**src/rtl/input_pkg.sv**
```systemverilog
// Shared constants for the switch/button conditioning front end.
package input_pkg;

  localparam int unsigned DEFAULT_STABLE_CYCLES = 500000;
  localparam int unsigned SIM_STABLE_CYCLES     = 4;
  localparam int unsigned N_SW                  = 8;
  localparam int unsigned N_BTN                 = 5;

  // Counter width for a given stability window; never narrower than one bit.
  function automatic int unsigned cnt_width(int unsigned stable_cycles);
    return (stable_cycles < 2) ? 1 : $clog2(stable_cycles);
  endfunction

endpackage

```
**src/rtl/debounce_bit.sv**
```systemverilog
// One conditioned input: two-flop synchroniser, stability counter, debounced level
// and registered rise/fall pulses that coincide with the level update.
module debounce_bit
  import input_pkg::*;
#(
  parameter int unsigned STABLE_CYCLES = SIM_STABLE_CYCLES
) (
  input  logic clk,
  input  logic rst,
  input  logic raw,
  output logic db,
  output logic rise,
  output logic fall
);

  localparam int unsigned CntW = cnt_width(STABLE_CYCLES);
  localparam logic [CntW-1:0] CntMax = CntW'(STABLE_CYCLES - 1);

  logic            s1_q;
  logic            s2_q;
  logic [CntW-1:0] cnt_q;

  always_ff @(posedge clk) begin
    if (rst) begin
      s1_q  <= 1'b0;
      s2_q  <= 1'b0;
      cnt_q <= '0;
      db    <= 1'b0;
      rise  <= 1'b0;
      fall  <= 1'b0;
    end else begin
      s1_q <= raw;
      s2_q <= s1_q;
      rise <= 1'b0;
      fall <= 1'b0;
      if (s2_q == db) begin
        // Any return to the settled level restarts the stability window.
        cnt_q <= '0;
      end else if (cnt_q == CntMax) begin
        db    <= s2_q;
        cnt_q <= '0;
        rise  <= s2_q;
        fall  <= ~s2_q;
      end else begin
        cnt_q <= cnt_q + 1'b1;
      end
    end
  end

endmodule

```
**src/rtl/input_debounce.sv**
```systemverilog
// Synchronises and debounces the board switches and buttons, producing clean levels
// plus one-cycle press/release/change pulses for downstream logic.
module input_debounce #(
  parameter int unsigned STABLE_CYCLES = input_pkg::DEFAULT_STABLE_CYCLES,
  parameter int unsigned N_SW          = input_pkg::N_SW,
  parameter int unsigned N_BTN         = input_pkg::N_BTN
) (
  input  logic             clk,
  input  logic             rst,
  input  logic [N_SW-1:0]  sw,
  input  logic [N_BTN-1:0] btn,
  output logic [N_SW-1:0]  sw_db,
  output logic [N_BTN-1:0] btn_db,
  output logic [N_BTN-1:0] btn_press,
  output logic [N_BTN-1:0] btn_release,
  output logic             sw_chg
);

  logic [N_SW-1:0] sw_rise;
  logic [N_SW-1:0] sw_fall;

  for (genvar i = 0; i < N_SW; i++) begin : g_sw
    debounce_bit #(
      .STABLE_CYCLES(STABLE_CYCLES)
    ) u_bit (
      .clk (clk),
      .rst (rst),
      .raw (sw[i]),
      .db  (sw_db[i]),
      .rise(sw_rise[i]),
      .fall(sw_fall[i])
    );
  end

  for (genvar i = 0; i < N_BTN; i++) begin : g_btn
    debounce_bit #(
      .STABLE_CYCLES(STABLE_CYCLES)
    ) u_bit (
      .clk (clk),
      .rst (rst),
      .raw (btn[i]),
      .db  (btn_db[i]),
      .rise(btn_press[i]),
      .fall(btn_release[i])
    );
  end

  // Pulses are already registered, so this OR adds no input-to-output path.
  assign sw_chg = |(sw_rise | sw_fall);

endmodule

```
**config.mk**
```make
export PLATFORM = sky130hd
export DESIGN_NAME = input_debounce
export DESIGN_NICKNAME = d
export VERILOG_FILES = /design/src/rtl/input_pkg.sv /design/src/rtl/debounce_bit.sv /design/src/rtl/input_debounce.sv
export SDC_FILE = /design/constraint.sdc
export NUM_CORES = 1
export LEC_CHECK = 0
export CORE_MARGIN = 3
export CORE_UTILIZATION = 38
export DETAILED_ROUTE_END_ITERATION = 10
export PLACE_DENSITY_LB_ADDON = 0.15
export REMOVE_ABC_BUFFERS = 1
export SETUP_SLACK_MARGIN = 0.1
export SLEW_MARGIN = 20
export SYNTH_ARGS = -nofsm -noshare
export SYNTH_HDL_FRONTEND = slang
export SYNTH_SLANG_ARGS = --single-unit
```
**constraint.sdc**
```tcl
create_clock -name clk -period 2.4 [get_ports clk]
set_clock_uncertainty 0.2 [all_clocks]
set_input_delay 0.36 -clock clk [delete_from_list [all_inputs] [get_ports clk]]
set_output_delay 0.36 -clock clk [all_outputs]
set_load 0.02 [all_outputs]
```
## Word-level counts from Yosys, hierarchy flattened

Cells that the tools add are included.

- Flip-flop bits (word level): 312
- Input bits: 15
- Output and inout bits: 24
- Logic and storage cells: 197

- Add/sub/neg operators: 13
- Equal/unequal tests: 26
- Bitwise operators: 40
- Reductions and logical operators: 40

Operators with widths:

| operator | number |
|---|---|
| $add 19x1->19 const B | 13 |
| $eq 19x19->1 const B | 13 |
| $reduce_or 3->1 | 26 |
| $not 1->1 | 39 |
| $reduce_and 2->1 | 13 |
| $eq 1x1->1 | 13 |
| $or 8x8->8 | 1 |
| $reduce_or 8->1 | 1 |

## Longest topological paths before layout

Gate-level depths: netlist (run 1).

- Depth after elaboration: 3
- Mapped depth: 7
- Depth with buffers taken out: 5

## Cells and area by module

A second synthesis (run 1) with hierarchy kept.

- Cells, all modules: 1477
- Area total of the unflattened synthesis: 13904.6 µm²

By module, submodules not included:

| module | times used | cells an instance | area each (µm²) | sequential area each (µm²) |
|---|---|---|---|---|
| debounce_bit (g_btn[0].u_bit ...) | 12 | 113 | 1067.3 | 480.5 |
| debounce_bit (g_sw[7].u_bit) | 1 | 116 | 1066.0 | 480.5 |
| input_debounce | 1 | 5 | 31.3 | 0.0 |

## Worst setup path before layout (run 1)

OpenSTA, ideal clock, no wires.

- Path kind: register -> register
- From: reg g_sw[6].u_bit.cnt_q[0]
- To: reg g_sw[6].u_bit.cnt_q[18]
- Setup time: 0.066 ns
- Data arrival time: 2.049 ns
- Required time: 2.134 ns
- Setup slack: 0.085 ns
- Cell stages (with the launch flop): 7
- Buffers on the path: 1
- Clock period less this slack: 2.315 ns
- Cell sequence: dfxtp_1 -> ha_1 -> nand4_4 -> or4_1 -> buf_2 -> or4_4 -> a21oi_2

- Longest elaborated chain between the ends: 2
- Elaborated cells between the ends (all ways): 3
- Those cells by class: add/sub (1); eq/ne (1); reduce/logical (1)

Ends and longest elaborated chain:

| item | line | text |
|---|---|---|
| from (decl) | debounce_bit.sv:21 | `logic [CntW-1:0] cnt_q;` |
| from (signal assigned) | debounce_bit.sv:45 | `cnt_q <= cnt_q + 1'b1;` |
| parallel branches: the longest is 2 deep, another holds $add 19x1->19 | - |  |

Several ways; the timed one is not identified.
A chain may end at the register's enable or synchronous reset.

## Final worst setup path (run 1)

- From: reg g_btn[3].u_bit.cnt_q[10]
- To: reg g_btn[3].u_bit.db

- Longest elaborated chain between the ends: 2

Ends and longest elaborated chain:

| item | line | text |
|---|---|---|
| from (decl) | debounce_bit.sv:21 |  |
| from (signal assigned) | debounce_bit.sv:45 |  |
| $eq 19x19->1 | debounce_bit.sv:39 | `end else if (cnt_q == CntMax) begin` |
| $reduce_and 2->1 (no line) | - |  |
| to (signal assigned) | debounce_bit.sv:40 | `db <= s2_q;` |
| to (decl) | debounce_bit.sv:11 | `output logic db,` |

No other way between the ends.

==> metrics, run 1 <==
status finished clean; syn avg cell area 8.87 um^2; first-pass GRT wire length 45,000 um; number of fill cells in the layout 3,370; PwrDens 688 nW/um^2; Setup-failing EPs final 0; placed insts 1,984; First DRT Iteration DRCs 528; WL met2 11,500 um; wire per inst 12.7 um; layout cell share with drive strength beyond 1 7.67%; I/O Buffers 38; Layout area overhead 15.9%; final wirelength 26,000 um; DIE WIDTH 194 um; final instance area 15,600 um^2; fin crit share 93.5%; RSZ-0062 raised after global routing yes; Finished Layout Cells 2,046; utilization after layout 44.9%; number of cell rows 68; routed vias 10,400; Setup WS pre-CTS 0.122 ns; mapped cell area 13,500 um^2; Metal-1 WL 13,100 um; max-slew violations 0; Die Area 37,700 um^2; Worst EP required 2.62 ns; Placed Area 14,400 um^2; number of max-cap violations 0; crit-path max FO 5; DRT Pass-1 Iters 5; Post-synth EDFFs 0; Synth area leaders dfxtp_1, xnor2_1, nor2_1, xor2_1, nand3_1; Top Ports 39; overall power 10.7 mW; # nets final 1,595; number of synthesized register bits 312; ys async rst share 0%; total leakage power 4.73 nW; Tmin final 2.24 ns; WHS 0.0538 ns; Clock Sinks 312; H-tree depth 2; sequential fraction of the synthesis area 46.4%; Antenna diodes 0; initial antenna violation count 0; Hold Violations, Final 0; synth unique cells 46; total track usage 13.6%; die boundary height 194 um; Fin Setup TNS 0 ns; routability cong. 0.804; Peak VDD IR 0.000449 V; Starting Density 38.8%; clock tree buffer depth 3; worst skew pair latency 0.52 ns; Synth area leader dfxtp_1; power share of the clock group 50.0%; root buffer cell clkbuf_16; CTS clk-pin slew, worst paths 0.06 ns; top_reg_cell synth dfxtp_1; combinational share of power 1.3%; max layer used met4; DRC violations left 0; Final ANT Viol Nets 0; P_sw 2.19 mW; Yosys Warn Count 0; Internal 8.54 mW; CTS Hold Buffers Added 0; CP Class flop to flop; CTS tree yes; Slew @ Worst Pin 0.678 ns; GR Overflow Total 0; vias per inst 5.10; Core Area 34,700 um^2; CTS Buf Count 36; Fmax achieved 446 MHz; critical path capture point type flop; sequential share of power 48.7%; Detail Route met3 WL 833 um; Worst setup SP type flop; Final HPWL DP 17,500 um; Hold Crit Class primary input to flop; largest net degree at the start of global routing 28; Worst Slack Setup Final 0.156 ns; number of global-route vias before repair 9,665; Net Sw Frac 20.4%; Max-slew headroom 54.4%; crit path DAT 2.46 ns; Cells after Synth 1,517; Yosys top cell area share 46.4%
## layer usage
metal / vias up / GRT usage [%]
li1: 5474 / -
met1: 4824 / 18.6
met2: 94 / 21.6
met3: 41 / 2.78
met4: 0 / 4.12
met5: - / 0
## power by group through the flow
stage	Sequential (mW)	Clock [mW]	Combinational (mW)
5_1_grt	5.22	5.78	0.156
3_3_place_gp	5.34	0	0.141
4_1_cts	5.22	5.60	0.142
2_1_floorplan	5.33	0	0.0636
6_report	5.22	5.37	0.139
3_5_place_dp	5.34	0	0.142
## layout make-up
| type | count | area (um^2) | share of cell area [%] |
|---|---|---|---|
| tap | 455 | 569 | 3.65 |
| clock inverter | 8 | 76.3 | 0.489 |
| sequential | 312 | 6250 | 40.0 |
| timing repair buffer | 73 | 699 | 4.48 |
| clock buffer | 54 | 1100 | 7.05 |
| multi-input combinational | 1093 | 6720 | 43.1 |
| inverter | 51 | 191 | 1.23 |
## registers in the layout, summed over array words and instances, names as in the netlist
signal             cells
g_btn.u_bit.fall       5
g_btn.u_bit.s1_q       5
g_btn.u_bit.cnt_q     95
g_btn.u_bit.rise       5
g_sw.u_bit.s1_q        8
g_sw.u_bit.cnt_q     152
g_sw.u_bit.db          8
g_sw.u_bit.fall        8
g_sw.u_bit.s2_q        8
g_sw.u_bit.rise        8
g_btn.u_bit.s2_q       5
g_btn.u_bit.db         5
## logic make-up (layout without fill, tap and decap cells)
| logic type | count (synthesis) | after routing | synth area share, % |
|---|---|---|---|
| compound gates | 162 | 162 | 7.32 |
| xor+xnor | 172 | 172 | 11.2 |
| fa+ha+maj | 13 | 13 | 1.21 |
| buf+inv | 112 | 186 | 3.91 |
| flops | 312 | 312 | 46.4 |
| simple gates | 746 | 746 | 29.9 |
## worst paths after layout
check / slack [ns] / end / cells after the start / startpoint
setup / recovery: 0.16 / g_btn[3].u_bit.db / 4 / g_btn[3].u_bit.cnt_q[10]
hold reg to reg: 0.23 / g_sw[4].u_bit.s2_q / 1 / g_sw[4].u_bit.s1_q
hold / removal: 0.05 / g_sw[2].u_bit.db / 3 / rst
setup reg to reg: 0.16 / g_btn[3].u_bit.db / 4 / g_btn[3].u_bit.cnt_q[10]
## worst max-delay path, cell delays in order (launching register included)
cell and delay [ns]:
dfxtp_1 0.33, or4b_1 0.53, or4_1 0.65, o21a_1 0.23, o21ba_2 0.20
## synth_stat cells, types with 28 or more instances
cell	count
nor3_1	34
inv_1	51
or3_1	42
nor2_1	207
clkbuf_1	29
xor2_1	83
a21oi_1	69
nand2_1	81
xnor2_1	89
nand3_1	90
o31ai_1	28
dfxtp_1	312
nor4_1	55
o21ai_0	41
or4_1	42
nand4_1	62
## placed cells by master (no fill, tap or decap), types with 5 or more instances in the layout
cell and count:
buf_4 30, nand4b_1 5, nor2b_1 26, clkbuf_16 37, buf_12 5, or3_1 42, nor2_1 207, clkbuf_8 11
dfxtp_1 312, clkbuf_1 6, nand3_1 90, or4_1 39, a21oi_1 69, nand2_1 81, clkdlybuf4s50_1 36, ha_1 13
nand4_1 62, o21ai_0 41, nor3_1 34, and2_1 5, inv_1 51, nor4b_1 10, and3_1 22, nor4bb_1 6
and4_1 22, or4b_1 6, o21bai_1 8, xor2_1 83, xnor2_1 89, o31ai_1 28, nor4_1 53, nand2b_1 11
## what timing repair did
item	CTS	global route
setup buffers	0	0
gates resized for setup	2	6
cloned	0	0
setup endpoints to repair	1	12
Note: power is estimated with default switching activity, not from simulation.
==> run 2: changes to the inputs <==
CORE_MARGIN = 5   (was 3)
clock period = 2.1 ns   (was 2.4 ns; I/O delays follow)
==> metrics, run 2 (synthesis gave the netlist of run 1 again) <==
most common library cell in the layout ignoring fill and taps dfxtp_1 (unchanged); Reg area 6270 um^2 (was 6250 um^2); busiest grt layer met2 (unchanged); Fmax achieved 474 MHz (was 446 MHz); Worst Slack Setup Final -0.0108 ns (was 0.156 ns); die boundary height 198 um (was 194 um); crit path DAT 2.29 ns (was 2.46 ns); overall power 12.2 mW (was 10.7 mW); failing checks negative setup slack; Starting Density 38.2% (was 38.8%); total track usage 13.9% (was 13.6%); Final ANT Viol Nets 0 (unchanged); crit path cell chain or4_4, or4_4, o21bai_4, buf_6, a21oi_2 (was or4b_1, or4_1, o21a_1, o21ba_2); Worst EP required 2.28 ns (was 2.62 ns); CTS Buf Count 36 (unchanged); met3 usage 2.54% (was 2.78%); Top cell by count, worst path or4_4; Biggest register g_sw.u_bit.cnt_q (unchanged); CP max stage delay 0.57 ns (was 0.65 ns); wire per inst 12.9 um (was 12.7 um); number of fill cells in the layout 3,384 (was 3,370); area of the multi-input gates 7100 um^2 (was 6720 um^2); R2R Path Start g_sw[6].u_bit.cnt_q[10] (was g_btn[3].u_bit.cnt_q[10]); CP bufs+invs 1 (was 0); Layout area overhead 24.3% (was 15.9%); initial antenna violation count 0 (unchanged); Setup-failing EPs final 8 (was 0); critical path's top delay family simple AND/OR/NAND/NOR gates (unchanged); status complete, but fails checks (was finished clean); Slew @ Worst Pin 0.505 ns (was 0.678 ns); max FFs per register 152 (unchanged); H-tree depth 2 (unchanged); Hold Path End g_sw[2].u_bit.db (unchanged); routability cong. 0.771 (was 0.804); most frequent cells in the layout dfxtp_1, nor2_1, buf_4 (was dfxtp_1, nor2_1, nand3_1); utilization after layout 47.5% (was 44.9%); met2 Track Usage GR 22.9% (was 21.6%); DIE WIDTH 198 um (was 194 um); FF-to-FF setup slack -0.01 ns (was 0.16 ns); Hold Crit Start rst (unchanged); GR Overflow Total 0 (unchanged); Clock Sinks 312 (unchanged); Worst path slowest cell or4_4 (was or4_1); DRT Pass-1 Iters 5 (unchanged); PwrDens 729 nW/um^2 (was 688 nW/um^2); RSZ-0062 raised after global routing yes (unchanged); Hold Violations, Final 0 (unchanged); DRC violations left 0 (unchanged); Antenna diodes 0 (unchanged); Fin Setup TNS -0.0378 ns (was 0 ns); Worst Reg-to-Reg Cells 5 (was 4); Core Area 35,200 um^2 (was 34,700 um^2); WHS 0.0224 ns (was 0.0538 ns); fin crit share 101% (was 93.5%); largest net degree at the start of global routing 27 (was 28); # nets final 1,687 (was 1,595); first-pass GRT wire length 47,400 um (was 45,000 um); number of max-cap violations 0 (unchanged); Hold Crit Class primary input to flop (unchanged); Max-slew headroom 66.2% (was 54.4%); CP Class flop to flop (unchanged); root buffer cell clkbuf_16 (unchanged); global-route track usage on met1 19.0% (was 18.6%); Final HPWL DP 18,800 um (was 17,500 um); final wirelength 27,600 um (was 26,000 um); r2r endpoint g_sw[6].u_bit.cnt_q[13] (was g_btn[3].u_bit.db); number of cell rows 69 (was 68); CTS Hold Buffers Added 0 (unchanged); Peak VDD IR 0.000447 V (was 0.000449 V); biggest regs g_sw.u_bit.cnt_q x152, g_btn.u_bit.cnt_q x95 (unchanged); I/O Buffers 38 (unchanged); Die Area 39,300 um^2 (was 37,700 um^2); max-slew violations 0 (unchanged); total leakage power 5.33 nW (was 4.73 nW); critical path capture point type flop (unchanged); CTS tree yes (unchanged); CTS clk-pin slew, worst paths 0.06 ns (about the same); layout cell share with drive strength beyond 1 18.1% (was 7.67%); worst skew pair latency 0.50 ns (was 0.52 ns); clock tree buffer depth 3 (unchanged); number of global-route vias before repair 10,100 (was 9,665); Tmin final 2.11 ns (was 2.24 ns); routed vias 10,800 (was 10,400); First DRT Iteration DRCs 452 (was 528); Worst setup SP type flop (unchanged); CP startpoint g_sw[6].u_bit.cnt_q[10] (was g_btn[3].u_bit.cnt_q[10]); crit-path max FO 7 (was 5); vias per inst 5.03 (was 5.10); hold path cells 3 (unchanged); Top Ports 39 (unchanged)
==> run 2: what timing repair did <==
action / in CTS / in global routing
pin swaps: 26 / 21
gates cloned: 1 / 2
endpoints found under the setup margin: 95 / 165
setup buffers: 2 / 7
resized for setup: 74 / 80
==> run 2: how the worst max path moves through the flow <==
stage                               to  cells after the start
6_report       g_sw[6].u_bit.cnt_q[13]                      5
4_1_cts        g_sw[6].u_bit.cnt_q[13]                      5
3_5_place_dp   g_sw[6].u_bit.cnt_q[18]                      5
2_1_floorplan  g_sw[6].u_bit.cnt_q[18]                      5
5_1_grt        g_sw[6].u_bit.cnt_q[14]                      5
3_3_place_gp   g_sw[6].u_bit.cnt_q[18]                      5
==> run 2: tightest hold or removal path: cells and delay by family <==
kind | cells | cell delay (ns)
AO/OA/AOI/OAI | 1 | 0.04
buffers and inverters | 2 | 0.32
==> run 2: report_power, final <==
part / switching [mW] / internal [mW] / total (mW)
combinational: 0.0970 / 0.0893 / 0.186
clock: 2.34 / 3.70 / 6.04
sequential: 0.0211 / 5.95 / 5.97
total: 2.46 / 9.74 / 12.2
==> run 2: final cells by class <==
class / instances / area share [%]
clock inverters: 8 / 0.576
flip-flops and latches: 312 / 37.5
repair buffers: 165 / 8.62
multi-input cells: 1093 / 42.5
inverters: 51 / 1.14
well taps: 461 / 3.45
clock buffers: 51 / 6.27
==> run 2: per-layer routing <==
layer	wire [um]	share of wire [%]
met1	13500	49
met2	12800	46
met3	840	3.0
met4	448	1.6
met5	0	0
==> run 2: through the flow <==
step / instance area [um^2] / std cells / setup slack [ns]
5_1_grt: 16700 / 2141 / -0.0593
3_3_place_gp: 15000 / 2070 / -0.0931
4_1_cts: 16400 / 2132 / -0.0150
3_5_place_dp: 15000 / 2070 / -0.111
2_1_floorplan: 13100 / 1456 / -0.202
6_report: 16700 / 2141 / -0.0108
